===== src/rtl/uart_pkg.sv =====
// Shared UART definitions: receiver/transmitter FSM states, 8N1 frame constants and bit-period helper.
package uart_pkg;

  typedef enum logic [2:0] {
    IDLE,
    START,
    DATA,
    PARITY,
    STOP,
    BREAK
  } uart_state_e;

  localparam int unsigned UART_START_BITS = 1;
  localparam int unsigned UART_DATA_BITS  = 8;
  localparam int unsigned UART_STOP_BITS  = 1;
  localparam int unsigned UART_FRAME_BITS = UART_START_BITS + UART_DATA_BITS + UART_STOP_BITS;

  // Clock cycles per bit, rounded to nearest.
  function automatic int unsigned uart_bit_cycles(input int unsigned clk_freq,
                                                  input int unsigned baud_rate);
    return (clk_freq + baud_rate / 2) / baud_rate;
  endfunction

endpackage


===== src/rtl/sync_fifo.sv =====
// Single-clock circular FIFO with wrap-bit pointers; head is presented combinationally, 0 when empty.
module sync_fifo #(
  parameter int unsigned WIDTH = 8,
  parameter int unsigned DEPTH = 4
) (
  input  logic             i_clk,
  input  logic             i_rst_n,
  input  logic             i_push,
  input  logic             i_pop,
  input  logic [WIDTH-1:0] i_din,
  output logic [WIDTH-1:0] o_dout,
  output logic             o_full,
  output logic             o_empty
);

  localparam int unsigned AW = $clog2(DEPTH);
  localparam logic [AW:0] PTR_ONE = {{AW{1'b0}}, 1'b1};

  logic [WIDTH-1:0] mem [DEPTH];
  logic [AW:0]      wr_ptr;
  logic [AW:0]      rd_ptr;
  logic             do_push;
  logic             do_pop;

  assign o_empty = (wr_ptr == rd_ptr);
  assign o_full  = (wr_ptr[AW] != rd_ptr[AW]) && (wr_ptr[AW-1:0] == rd_ptr[AW-1:0]);
  assign do_pop  = i_pop & ~o_empty;
  // A same-cycle pop frees the slot, so a push into a full FIFO is still accepted.
  assign do_push = i_push & (~o_full | do_pop);
  assign o_dout  = o_empty ? '0 : mem[rd_ptr[AW-1:0]];

  always_ff @(posedge i_clk or negedge i_rst_n) begin
    if (!i_rst_n) begin
      wr_ptr <= '0;
      rd_ptr <= '0;
    end else begin
      if (do_push) wr_ptr <= wr_ptr + PTR_ONE;
      if (do_pop)  rd_ptr <= rd_ptr + PTR_ONE;
    end
  end

  always_ff @(posedge i_clk) begin
    if (do_push) mem[wr_ptr[AW-1:0]] <= i_din;
  end

endmodule


===== src/rtl/uart_rx_fifo.sv =====
// UART receiver (8N1, or 8E1 when UART_RX_PARITY_EN is defined) feeding a small RX FIFO,
// with sticky frame/overrun (and parity) error flags and a level interrupt request.
module uart_rx_fifo
  import uart_pkg::*;
#(
  parameter int unsigned CLK_FREQ   = 100_000_000,
  parameter int unsigned BAUD_RATE  = 115200,
  parameter int unsigned FIFO_DEPTH = 4
) (
  input  logic       i_clk,
  input  logic       i_rst_n,
  input  logic       i_uart_rx,
  output logic [7:0] o_rx_data,
  output logic       o_rx_valid,
  input  logic       i_rx_pop,
  output logic       o_frame_err,
  output logic       o_overrun,
`ifdef UART_RX_PARITY_EN
  output logic       o_parity_err,
`endif
  input  logic       i_err_clr,
  output logic       o_irq_req,
  output logic       o_busy
);

  localparam int unsigned BIT_CYCLES = uart_bit_cycles(CLK_FREQ, BAUD_RATE);
  localparam int unsigned HALF       = BIT_CYCLES / 2;
  localparam int unsigned CNT_W      = $clog2(BIT_CYCLES);
  localparam logic [CNT_W-1:0] BIT_LAST  = CNT_W'(BIT_CYCLES - 1);
  localparam logic [CNT_W-1:0] HALF_LAST = CNT_W'(HALF - 1);
  localparam logic [CNT_W-1:0] CNT_ONE   = CNT_W'(1);

  logic             rx_m, rx_s;
  uart_state_e      state, state_n;
  logic [CNT_W-1:0] cnt, cnt_n;
  logic [2:0]       idx, idx_n;
  logic [7:0]       shreg, shreg_n;
  logic             push, frame_set, ovr_set, par_set;
  logic             fifo_full, fifo_empty, pop_ok;

  assign pop_ok = i_rx_pop & ~fifo_empty;

  always_ff @(posedge i_clk or negedge i_rst_n) begin
    if (!i_rst_n) begin
      rx_m <= 1'b1;
      rx_s <= 1'b1;
    end else begin
      rx_m <= i_uart_rx;
      rx_s <= rx_m;
    end
  end

  always_ff @(posedge i_clk or negedge i_rst_n) begin
    if (!i_rst_n) begin
      state <= IDLE;
      cnt   <= '0;
      idx   <= '0;
      shreg <= '0;
    end else begin
      state <= state_n;
      cnt   <= cnt_n;
      idx   <= idx_n;
      shreg <= shreg_n;
    end
  end

  always_comb begin
    state_n   = state;
    cnt_n     = cnt + CNT_ONE;
    idx_n     = idx;
    shreg_n   = shreg;
    push      = 1'b0;
    frame_set = 1'b0;
    ovr_set   = 1'b0;
    par_set   = 1'b0;
    case (state)
      IDLE: begin
        cnt_n = '0;
        if (!rx_s) state_n = START;
      end
      START: begin
        if (cnt == HALF_LAST) begin
          cnt_n   = '0;
          idx_n   = '0;
          state_n = rx_s ? IDLE : DATA;
        end
      end
      DATA: begin
        if (cnt == BIT_LAST) begin
          cnt_n        = '0;
          shreg_n[idx] = rx_s;
          idx_n        = idx + 3'd1;
`ifdef UART_RX_PARITY_EN
          if (idx == 3'd7) state_n = PARITY;
`else
          if (idx == 3'd7) state_n = STOP;
`endif
        end
      end
`ifdef UART_RX_PARITY_EN
      PARITY: begin
        if (cnt == BIT_LAST) begin
          cnt_n   = '0;
          par_set = (^shreg) != rx_s;
          state_n = STOP;
        end
      end
`endif
      STOP: begin
        if (cnt == BIT_LAST) begin
          cnt_n = '0;
          if (rx_s) begin
            state_n = IDLE;
            if (!fifo_full || pop_ok) push = 1'b1;
            else                      ovr_set = 1'b1;
          end else begin
            frame_set = 1'b1;
            state_n   = BREAK;
          end
        end
      end
      BREAK: begin
        cnt_n = '0;
        if (rx_s) state_n = IDLE;
      end
      default: state_n = IDLE;
    endcase
  end

  always_ff @(posedge i_clk or negedge i_rst_n) begin
    if (!i_rst_n) begin
      o_frame_err <= 1'b0;
      o_overrun   <= 1'b0;
    end else begin
      o_frame_err <= frame_set | (o_frame_err & ~i_err_clr);
      o_overrun   <= ovr_set   | (o_overrun   & ~i_err_clr);
    end
  end

`ifdef UART_RX_PARITY_EN
  always_ff @(posedge i_clk or negedge i_rst_n) begin
    if (!i_rst_n) o_parity_err <= 1'b0;
    else          o_parity_err <= par_set | (o_parity_err & ~i_err_clr);
  end
  assign o_irq_req = o_rx_valid | o_frame_err | o_overrun | o_parity_err;
`else
  assign o_irq_req = o_rx_valid | o_frame_err | o_overrun | par_set;
`endif

  assign o_rx_valid = ~fifo_empty;
  assign o_busy     = (state != IDLE);

  sync_fifo #(
    .WIDTH (8),
    .DEPTH (FIFO_DEPTH)
  ) u_fifo (
    .i_clk   (i_clk),
    .i_rst_n (i_rst_n),
    .i_push  (push),
    .i_pop   (i_rx_pop),
    .i_din   (shreg),
    .o_dout  (o_rx_data),
    .o_full  (fifo_full),
    .o_empty (fifo_empty)
  );

endmodule

===== config.mk =====
export PLATFORM = sky130hd
export DESIGN_NAME = uart_rx_fifo
export DESIGN_NICKNAME = d
export VERILOG_FILES = /design/src/rtl/uart_pkg.sv /design/src/rtl/sync_fifo.sv /design/src/rtl/uart_rx_fifo.sv
export SDC_FILE = /design/constraint.sdc
export NUM_CORES = 1
export LEC_CHECK = 0
export CAP_MARGIN = 30
export CORE_ASPECT_RATIO = 0.9
export CORE_UTILIZATION = 30
export DETAILED_ROUTE_END_ITERATION = 10
export GPL_TIMING_DRIVEN = 0
export PLACE_DENSITY = 0.46
export SYNTH_ARGS = -nofsm -noshare
export SYNTH_HDL_FRONTEND = slang
export SYNTH_SLANG_ARGS = --single-unit

===== constraint.sdc =====
create_clock -name i_clk -period 2.95 [get_ports i_clk]
set_input_delay 0.295 -clock i_clk [delete_from_list [all_inputs] [get_ports i_clk]]
set_output_delay 0.295 -clock i_clk [all_outputs]
set_load 0.01 [all_outputs]

==> metrics.yaml, run 1 <==
netlist_area_sq_um: 3033
routedWlPerCell_um: 14.85
synth_area_leaders: "edfxtp_1 32%, dfrtp_1 26%, mux4_2 5.9%"
die_x_um: 108.0
hold_violations: 0
via_per_inst: 4.677
fin_area_sq_um: 3580
fp.dieH_um: 97.39
ctsHoldBuffers: 0
ioPinCount: 18
antenna_found_initial: 0
synthArstFlopShare: 0.5152
globalRouteOverflowTotal: 0
synth_simple_gate_area_frac: 0.1580
postRouteWirelength_um: 5567
drcViolationCount: 0
status: "finished, final reports clean"
core_sq_um: 9742
drv_cap: 0
worst_slack_ns: 0.3302
cts_setup_buffers: 0
synth_nets: 230
period_share: 0.8881
synth_xor_area_frac: 0.04579
worstMarginPinSlew_ns: 0.7780
drt_iter0_markers: 81
critical_path_class: "flop to output pin"
grt_max_degree: 35
regToRegStartpoint: "cnt[0]"
synthMuxAreaShare: 0.1040
crit_start: "u_fifo.rd_ptr[1]"
synth-seq-area-share: 0.5982
crit_fanout: 10
die_area_sq_um: 10520
synth.distinct_cells: 46
placementRows: 34
root_buffer: "clkbuf_8"
synth_top_family_by_area: "simple AND/OR/NAND/NOR gates"
area_growth_pct: 18.03
required_ns: 2.65
clock_latency_ns: 0.35
dr.pass1.iters: 4
postSynthAreaPerCell_sq_um: 14.04
rsz0062_at_grt: "no"
drtAntennaViolNets: 0
vias: 1754
pre_cts_ws_ns: 0.5793
ys_warn_count: 0
nets: 258
synth-adder-area-share: 0.03713
relSlewSlack: 0.4813
fin_worst_skew_ns: 0.01483
placed_cells: 359
setup-violations-final: 0
fin_util: 0.3675
start_util: 0.3113
io_buffers: 17
grt_pass1_vias: 1823
synthTopCellsByCount: "32 x dfrtp_1, 32 x edfxtp_1, 18 x nor2_1"
p_leak_nw: 1.426
fin_setup_tns_ns: 0
hold_ws_ns: 0.01721
synth_largest_area_cell: "edfxtp_1"
cts_buffers: 9
clkTransAtPathRegs_ns: 0.08
max_freq_mhz: 381.7
synth_top_area_share: 0.3168
antenna_cells: 0
total_power_mw: 2.363
gp_congestion: 0.7322
stdcell_count: 375
ys.flop_type: "edfxtp_1"
crit_arrival_ns: 2.32
hp-class: "primary input to async pin"
synth-seq-cells: 66
placed_cell_area_sq_um: 3356
grt_util_all_layers: 0.1271
fin_crit_ns: 2.620
synth_edf_count: 32
postSynthCellCount: 216
synth-compound-area-share: 0.02970
drive_above_1_share: 0.2048
tritoncts: "built"
dp_hpwl_um: 3693
ir_worst_vdd_v: 0.0002735
drv_slew: 0
end_kind: "output pin"
powerDensity_nw_per_um2: 660.1
htreeDepth: 3
numClockSinks: 66
grt_pass1_wl_um: 9798
post_cts_resized: 0
clockBufferDepth: 2
cp-start-kind: "flop"
final timing paths:
| check | slack, ns | cells after the start | endpoint |
|---|---|---|---|
| max | 0.33 | 6 | o_rx_data[1] |
| min | 0.02 | 1 | cnt[2] |
| max reg2reg | 0.60 | 5 | u_fifo.mem[3][1] |
| min reg2reg | 0.36 | 0 | rx_s |
| max in group asynchronous | 2.42 | 1 | shreg[0] |
| min in group i_clk | 0.34 | 1 | rx_m |
routing by layer:
| metal | up-vias | track usage | routed length [um] |
|---|---|---|---|
| met2 | 30 | 0.1945 | 2640 |
| met4 | 0 | 0.05058 | 83 |
| met5 | - | 0 | 0 |
| met3 | 7 | 0.04628 | 203 |
| li1 | 847 | - | - |
| met1 | 870 | 0.1621 | 2640 |
layout by cell type, fill, tap and decap left out, types with 8 or more instances in the layout:
| cell | instances |
|---|---|
| and2_1 | 11 |
| clkbuf_8 | 9 |
| clkdlybuf4s50_1 | 16 |
| dfrtp_1 | 32 |
| edfxtp_1 | 32 |
| ha_1 | 9 |
| inv_1 | 10 |
| mux2_2 | 12 |
| mux4_2 | 8 |
| nor2_1 | 18 |
registers in the layout, indices dropped and copies added (netlist names):
register and flops:
o_frame_err 1, u_fifo.rd_ptr 3, u_fifo.mem 32, shreg 8, cnt 10, state 3
u_fifo.wr_ptr 3, o_overrun 1, rx_m 1, idx 3, rx_s 1
cells by family after synthesis:
kind of cell | Yosys count
compound gates | 11
xor+xnor | 15
fa+ha+maj | 9
buf+inv | 18
flops | 66
mux | 20
simple gates | 77
where the power goes:
| part | internal (mW) | switching (mW) | total, mW |
|---|---|---|---|
| Sequential | 0.982 | 0.0132 | 0.996 |
| Clock | 0.483 | 0.375 | 0.858 |
| Combinational | 0.301 | 0.209 | 0.510 |
| Total | 1.77 | 0.597 | 2.36 |
area by class of cell:
type	instances	area [sq um]
Inverter	10	37.54
Buffer	8	45.04
Clock buffer	9	123.9
Fill cell	951	6162
Multi-Input combinational cell	132	1136
Clock inverter	7	100.1
Tap cell	126	157.7
Timing Repair Buffer	17	165.2
Sequential cell	66	1814
worst max-delay path, stage by stage, from the launching register on:
cell             delay (ns)
dfrtp_1                0.38
buf_2                  0.21
xnor2_1                0.17
nand3b_1               0.14
clkbuf_1               0.36
and2_1                 0.19
clkdlybuf4s50_1        0.53
(Power assumes the default switching activity.)
==> run 2, diff against run 1 <==
--- a/config.mk
+++ b/config.mk
@@ -7,10 +7,10 @@
 export LEC_CHECK = 0
 export CAP_MARGIN = 30
 export CORE_ASPECT_RATIO = 0.9
-export CORE_UTILIZATION = 30
+export CORE_UTILIZATION = 25
 export DETAILED_ROUTE_END_ITERATION = 10
 export GPL_TIMING_DRIVEN = 0
-export PLACE_DENSITY = 0.46
+export PLACE_DENSITY_LB_ADDON = 0.3
 export SYNTH_ARGS = -nofsm -noshare
 export SYNTH_HDL_FRONTEND = slang
 export SYNTH_SLANG_ARGS = --single-unit
==> run 2 against run 1 <==
Against the previous run:
- critical path depth unchanged
- largest cell class unchanged
- sequential cell count unchanged
- worst hold slack better by 0.044 ns
- core utilization down 5.1 points
- count of clock-buffer cells in the layout up 1
- clock skew down 0.0098 ns
==> metrics.yaml, run 2 (synthesized netlist as in run 1, its figures left out) <==
status: "finished, final reports clean"
grt_pass1_vias: 1829
r2r-end: "u_fifo.mem[3][6]"
powerDensity_nw_per_um2: 676.3
cts_setup_buffers: 0
hold_violations: 0
placementRows: 37
clockBufferDepth: 2
grt_pass1_wl_um: 9384
tritoncts: "built"
start_util: 0.2610
relSlewSlack: 0.4716
drcViolationCount: 0
drv_slew: 0
critPathSlowestCell: "clkdlybuf4s50_1"
clkTransAtPathRegs_ns: 0.05
crit_family: "buffers and inverters"
stdcell_count: 405
cts_buffers: 9
ir_worst_vdd_v: 0.0002339
drt_iter0_markers: 82
drtAntennaViolNets: 0
period_share: 0.8826
end_kind: "output pin"
postRouteWirelength_um: 5356
ctsHoldBuffers: 0
dp_hpwl_um: 3549
die_area_sq_um: 12580
required_ns: 2.65
globalRouteOverflowTotal: 0
die_x_um: 118.1
fin_setup_tns_ns: 0
r2r_cells: 5
htreeDepth: 3
r2r_slack_ns: 0.61
antenna_found_initial: 0
dr.pass1.iters: 4
crit_buf_inv: 3
max_freq_mhz: 384.1
crit_arrival_ns: 2.31
crit_fanout: 10
drv_cap: 0
core_sq_um: 11620
regToRegStartpoint: "cnt[0]"
setup-violations-final: 0
worstMarginPinSlew_ns: 0.7926
io_buffers: 17
routedWlPerCell_um: 13.22
largest_reg_flops: 32
total_power_mw: 2.485
numClockSinks: 66
crit_chain: "buf_2 -> xnor2_1 -> nand3b_1 -> clkbuf_1 -> and2_1 -> clkdlybuf4s50_1"
slowest_delay_ns: 0.53
post_cts_resized: 0
root_buffer: "clkbuf_16"
critical_path_class: "flop to output pin"
via_per_inst: 4.195
nets: 258
final_cell_mix: "32 x dfrtp_1, 32 x edfxtp_1, 18 x nor2_1, 16 x clkdlybuf4s50_1, 12 x mux2_2"
vias: 1699
fin_util: 0.3162
ioPinCount: 18
rsz0062_at_grt: "no"
fin_crit_ns: 2.604
area_growth_pct: 21.16
grt_util_all_layers: 0.09808
fp.dieH_um: 106.5
cp-start-kind: "flop"
placed_cells: 389
antenna_cells: 0
clock_latency_ns: 0.32
gp_congestion: 0.7425
p_leak_nw: 1.436
grt_max_degree: 35
drive_above_1_share: 0.2008
fillers: 1164
fin_worst_skew_ns: 0.005068
hp-class: "primary input to async pin"
==> run 2: how the worst max path moves through the flow <==
stage	cells after the start	startpoint	slack (ns)	end
2_1_floorplan	5	cnt[0]	0.90	u_fifo.mem[3][0]
3_3_place_gp	5	cnt[0]	0.61	u_fifo.mem[3][4]
3_5_place_dp	5	cnt[0]	0.60	u_fifo.mem[3][4]
4_1_cts	6	u_fifo.rd_ptr[1]	0.27	o_rx_data[2]
5_1_grt	6	u_fifo.rd_ptr[1]	0.15	o_rx_data[6]
6_report	6	u_fifo.rd_ptr[1]	0.35	o_rx_data[0]
==> run 2: per-stage QoR <==
stage	setup WS [ns]	hold slack, ns	area [sq um]
detailed placement	0.5976	0.3533	3393
global route	0.1503	0.1391	3675
CTS	0.2728	0.09002	3675
global placement	0.6132	0.3516	3398
finish	0.3463	0.06082	3675
floorplan	0.8993	-0.0005911	3033
==> run 2: report_power, final <==
group          switching, mW  internal, mW  total (mW)  leakage [nW]
combinational          0.213         0.302       0.515         0.536
sequential            0.0136         0.984       0.998         0.776
clock                  0.384         0.589       0.973         0.124
total                  0.611          1.87        2.49          1.44
==> run 2: area by class of cell <==
class | instances | area (sq um) | share of cell area
inverters | 10 | 37.54 | 0.01021
multi-input cells | 132 | 1136 | 0.3092
flip-flops and latches | 66 | 1814 | 0.4937
well taps | 156 | 195.2 | 0.05312
clock inverters | 6 | 42.54 | 0.01158
repair buffers | 17 | 165.2 | 0.04494
plain buffers | 8 | 45.04 | 0.01226
clock buffers | 10 | 239.0 | 0.06503
==> run 2: per-layer routing <==
layer / global-route usage / vias up / wire length (um) / part of all wire
met1: 0.1221 / 821 / 2597 / 0.48
met2: 0.1508 / 24 / 2492 / 0.47
li1: - / 847 / - / -
met5: 0 / - / 0 / 0
met3: 0.03541 / 7 / 178 / 0.033
met4: 0.04670 / 0 / 88 / 0.016
